[src/rtl/mwrite.sv]
// mwrite: memory-write pipeline stage.
// Merges load/ALU writeback, issues stores to the MMU, times out stalled stores.
module mwrite #(
    parameter int WTIMEOUT = 255
) (
    input  logic        CLK,
    input  logic        RST,
    input  logic        FLUSH,
    input  logic        STALL,
    input  logic        MEMR_MEM_R_VALID,
    input  logic [4:0]  MEMR_MEM_R_RD,
    input  logic [31:0] MEMR_MEM_R_DATA,
    input  logic [4:0]  MEMR_REG_W_RD,
    input  logic [31:0] MEMR_REG_W_DATA,
    input  logic [11:0] MEMR_CSR_W_ADDR,
    input  logic [31:0] MEMR_CSR_W_DATA,
    input  logic        MEMR_MEM_W_VALID,
    input  logic [31:0] MEMR_MEM_W_ADDR,
    input  logic [3:0]  MEMR_MEM_W_STRB,
    input  logic [31:0] MEMR_MEM_W_DATA,
    input  logic        MEMR_JMP_DO,
    input  logic [31:0] MEMR_JMP_PC,
    output logic        DATA_WREN,
    output logic [31:0] DATA_WADDR,
    output logic [3:0]  DATA_WSTRB,
    output logic [31:0] DATA_WDATA,
    input  logic        DATA_WREADY,
    output logic        MEMW_STALL_REQ,
    output logic [4:0]  MEMW_REG_W_RD,
    output logic [31:0] MEMW_REG_W_DATA,
    output logic [11:0] MEMW_CSR_W_ADDR,
    output logic [31:0] MEMW_CSR_W_DATA,
    output logic        MEMW_JMP_DO,
    output logic [31:0] MEMW_JMP_PC,
    output logic        MEMW_ERR
);

    localparam logic S_IDLE = 1'b0;
    localparam logic S_WAIT = 1'b1;

    logic        state;
    logic [7:0]  cnt;
    logic        err;
    logic [4:0]  rd;
    logic [31:0] rdata;
    logic [11:0] csr_addr;
    logic [31:0] csr_data;
    logic        jmp_do;
    logic [31:0] jmp_pc;
    logic [31:0] waddr;
    logic [3:0]  wstrb;
    logic [31:0] wdata;

    logic done;
    logic tmo;
    logic capture;
    logic commit_ok;

    assign done      = (state == S_WAIT) && DATA_WREADY;
    assign tmo       = (state == S_WAIT) && !DATA_WREADY
                       && (cnt == 8'(WTIMEOUT - 1));
    assign capture   = !STALL && !FLUSH && ((state == S_IDLE) || done);
    assign commit_ok = (state == S_IDLE) || DATA_WREADY;

    // Store FSM: wait for the MMU handshake or give up after WTIMEOUT cycles
    always_ff @(posedge CLK or negedge RST) begin
        if (!RST) begin
            state <= S_IDLE;
            cnt   <= '0;
            err   <= 1'b0;
        end else begin
            err <= tmo;
            if (capture && MEMR_MEM_W_VALID) begin
                state <= S_WAIT;
                cnt   <= '0;
            end else if (done || tmo) begin
                state <= S_IDLE;
                cnt   <= '0;
            end else if (state == S_WAIT) begin
                cnt <= cnt + 8'd1;
            end
        end
    end

    // Store fields: flush never touches them so an issued store always finishes
    always_ff @(posedge CLK or negedge RST) begin
        if (!RST) begin
            waddr <= '0;
            wstrb <= '0;
            wdata <= '0;
        end else if (capture) begin
            waddr <= MEMR_MEM_W_ADDR;
            wstrb <= MEMR_MEM_W_STRB;
            wdata <= MEMR_MEM_W_DATA;
        end
    end

    // Commit fields: load wins over ALU; flush or abandoned store kills them
    always_ff @(posedge CLK or negedge RST) begin
        if (!RST) begin
            rd       <= '0;
            rdata    <= '0;
            csr_addr <= '0;
            csr_data <= '0;
            jmp_do   <= 1'b0;
            jmp_pc   <= '0;
        end else if (FLUSH || tmo) begin
            rd       <= '0;
            rdata    <= '0;
            csr_addr <= '0;
            csr_data <= '0;
            jmp_do   <= 1'b0;
            jmp_pc   <= '0;
        end else if (capture) begin
            rd       <= MEMR_MEM_R_VALID ? MEMR_MEM_R_RD : MEMR_REG_W_RD;
            rdata    <= MEMR_MEM_R_VALID ? MEMR_MEM_R_DATA : MEMR_REG_W_DATA;
            csr_addr <= MEMR_CSR_W_ADDR;
            csr_data <= MEMR_CSR_W_DATA;
            jmp_do   <= MEMR_JMP_DO;
            jmp_pc   <= MEMR_JMP_PC;
        end
    end

    assign DATA_WREN       = (state == S_WAIT);
    assign DATA_WADDR      = waddr;
    assign DATA_WSTRB      = wstrb;
    assign DATA_WDATA      = wdata;
    assign MEMW_STALL_REQ  = (state == S_WAIT) && !DATA_WREADY;
    assign MEMW_REG_W_RD   = commit_ok ? rd : 5'd0;
    assign MEMW_REG_W_DATA = rdata;
    assign MEMW_CSR_W_ADDR = commit_ok ? csr_addr : 12'd0;
    assign MEMW_CSR_W_DATA = csr_data;
    assign MEMW_JMP_DO     = commit_ok && jmp_do;
    assign MEMW_JMP_PC     = jmp_pc;
    assign MEMW_ERR        = err;

endmodule

[config.mk]
export PLATFORM = sky130hd
export DESIGN_NAME = mwrite
export DESIGN_NICKNAME = d
export VERILOG_FILES = /design/src/rtl/mwrite.sv
export SDC_FILE = /design/constraint.sdc
export NUM_CORES = 1
export LEC_CHECK = 0
export CORE_AREA = 2 2 160 162
export DETAILED_ROUTE_END_ITERATION = 16
export DIE_AREA = 0 0 162 164
export PLACE_DENSITY = 0.73
export SYNTH_ARGS = -nofsm -noshare
export SYNTH_HDL_FRONTEND = slang
export SYNTH_SLANG_ARGS = --single-unit
[constraint.sdc]
create_clock -name CLK -period 1.44 [get_ports CLK]
set_input_delay 0.288 -clock CLK [delete_from_list [all_inputs] [get_ports CLK]]
set_output_delay 0.288 -clock CLK [all_outputs]
set_load 0.03 [all_outputs]
==> reports/qor.yml, run 1 <==
hp-class: "in2async"
drive_gt1_share_pct: 48.9
row_count: 58
crit_fanout: 5
crit_type: "reg2out"
cts_buffers: 17
drv_slew: 0
most-common-layout-cells: "clkdlybuf4s50_1, dfrtp_1, clkdlybuf4s15_2"
pre_cts_slack_ps: -803
max_slew_margin_pct: 76.1
p_per_area_nw_per_um2: 1020
cp_num_buf_inv: 4
die_w_microns: 162
rsz0062_at_grt: "true"
p_leak_uw: 0.00683
internal-power_uw: 10900
path_cells: "nand2b_4 > clkinv_4 > buf_6 > buf_12 > buf_8"
num_vias: 8083
grt_max_degree: 40
yosysTopAreaCell: "dfrtp_1"
wirelength_mm: 33.6
start_util_pct: 34.6
critPathLaunchType: "flip-flop"
antenna_found_initial: 0
drt_iter0_markers: 517
dpl.cell_count: 1472
p_sw_share_pct: 33.6
antennaDiodeCount: 0
max_stage_delay_ps: 430
grt_pass1_vias: 8297
synth_seq_area_share_pct: 55.9
cpLargestDelayFamily: "buffers and inverters"
area_growth_pct: 87.6
gp_congestion: 0.821
syn-cell-area_sq_um: 8590
synth_cells: 736
synth_edf_count: 0
io_buffers: 410
hpwl_mm: 20.6
gr-usage-all-layers_pct: 22.9
yosys_warnings: 0
avgSynthCellArea_sq_um: 11.7
clockPowerShare_pct: 30.4
pwr-share-comb_pct: 31.4
cts_root_buf: "clkbuf_16"
ys_types: 36
via_per_inst: 5.18
synth_flop_cell: "dfrtp_1"
setup_viol: 204
cts_tree: "built"
overflow: 0
layout_setup_ws_ps: -301
drc: 0
status: "finished with violations"
drt-pass1-iter-count: 5
cp_slowest_cell: "dfrtp_2"
required_ps: 1150
power.switching_uw: 5500
clockBufferDepth: 2
fmaxAchievable_ghz: 0.574
core_sq_um: 24800
ys_seq_elements: 192
syn-num-nets: 964
finalClockSkew_ps: 13.5
cts.sinks: 192
clk_pin_slew_ps: 90
cp-end-kind: "primary output"
layout.cells.non_filler: 1559
final_area_sq_um: 16100
grt_pass1_wl_mm: 47.2
synth.area.top_cells: "dfrtp_1, mux2_2, a21oi_2"
ios: 411
final_common_cell: "clkdlybuf4s50_1"
htreeDepth: 4
clk_latency_ps: 430
wl_per_cell_microns: 21.6
whs_ps: 329
ys_async_sr_fraction_pct: 100
synthDominantCellAreaShare_pct: 55.9
power.total_uw: 16400
placed_area_sq_um: 13600
dieArea_sq_um: 26600
die_h_microns: 164
drv_cap: 0
peakVddDrop_uv: 645
worstMarginPinSlew_ps: 358
arrival_ps: 1450
final_nets: 1444
period_needed_ps: 1740
finalCritPeriodShare_pct: 121
violations: "negative setup slack"
ant_nets: 0
hold_viol_final: 0
seqPwrFrac_pct: 38.1
==> worst register-to-register path: stages (launching register included) <==
cell and delay (ps):
dfrtp_2 430, nand2b_4 140, clkinv_4 80, buf_6 130
nor2_4 150, buf_12 200, clkbuf_16 200, mux2_4 300
==> area by class of cell <==
type,count,area (sq um)
fillers,1945,8690
clock buffers,17,425
clock inverters,15,201
repair buffers,535,6000
flip-flops and latches,192,4810
well taps,330,413
inverters,2,12.5
multi-input cells,468,4270
==> worst paths after layout <==
check,from,end,slack (ps),cells past startpoint
worst max-delay path,DATA_WREN,MEMW_STALL_REQ,-300,5
worst min-delay path,RST,MEMW_JMP_PC[20],330,2
worst max register to register,DATA_WREN,DATA_WSTRB[1],-300,7
worst min register to register,DATA_WDATA[25],DATA_WDATA[25],510,1
max in group asynchronous,RST,MEMW_CSR_W_DATA[16],530,3
min in group CLK,MEMR_JMP_PC[26],MEMW_JMP_PC[26],410,3
==> per-layer routing <==
| metal | routed length, microns | part of all wire, % | up-vias | track usage [%] |
|---|---|---|---|---|
| met3 | 2290 | 6.8 | 49 | 5.83 |
| met1 | 13600 | 40 | 4042 | 28.0 |
| li1 | - | - | 3646 | - |
| met4 | 862 | 2.6 | 0 | 7.52 |
| met5 | 0 | 0 | - | 0 |
| met2 | 16900 | 50 | 346 | 39.5 |
==> power by group through the flow <==
stage                     clock [uW]  sequential, uW  combinational (uW)
final                           4980            6250                5150
after global routing            5300            6310                5390
after CTS                       5040            6220                4790
after detailed placement           0            6320                4480
after global placement             0            6290                4430
after floorplan                    0            7270                1230
==> sequential cells by signal (all words and copies together) (netlist names) <==
register,cells
DATA_WDATA,32
MEMW_REG_W_DATA,32
DATA_WREN,1
rd,5
DATA_WADDR,32
DATA_WSTRB,4
jmp_do,1
MEMW_ERR,1
cnt,8
MEMW_CSR_W_DATA,32
MEMW_JMP_PC,32
csr_addr,12
==> through the flow <==
step	TNS, ps	util [%]
3_3_place_gp	-119760	54.8
6_report	-40620	65.0
4_1_cts	-44400	62.4
2_1_floorplan	-10320	-
3_5_place_dp	-113840	54.8
5_1_grt	-53850	65.0
==> Yosys cell counts (2+ instances only) <==
cell type  number
dfrtp_1       192
nand3_1        79
o21ai_0        73
mux2_2         66
a21oi_2        60
a21oi_1        55
a211oi_1       39
mux2i_1        37
clkbuf_1       36
and2_1         19
buf_2          19
buf_4           9
buf_6           9
o21ai_1         7
nor3_1          4
and4_1          3
nand2_1         3
ha_1            2
mux2_1          2
nand2b_1        2
nand4_1         2
or3_1           2
xnor2_1         2
xor2_1          2
==> timing repair <==
item	in CTS	in global routing
resized for setup	604	302
hold buffers	1	0
hold endpoints to repair	25	0
setup endpoints to repair	367	259
cloned	16	11
pin swaps	14	26
setup buffers	20	14
==> kinds of logic after synthesis <==
group	Yosys count	share of synthesized area, %
XOR/XNOR	4	0.408
flip-flops	192	55.9
buffers and inverters	76	4.80
adder cells (fa/ha/maj)	2	0.291
multiplexers	105	13.2
AND/OR/NAND/NOR	118	7.41
AO/OA/AOI/OAI	239	18.0
No activity file was read; power rests on OpenSTA's default activity.
==> run 2, diff against run 1 <==
--- a/config.mk
+++ b/config.mk
@@ -6,6 +6,7 @@
 export NUM_CORES = 1
 export LEC_CHECK = 0
 export CORE_AREA = 2 2 160 162
+export CTS_CLUSTER_DIAMETER = 100
 export DETAILED_ROUTE_END_ITERATION = 16
 export DIE_AREA = 0 0 162 164
 export PLACE_DENSITY = 0.73
==> results of run 2 <==
Final layout, timing and power as in run 1 (identical DEF).
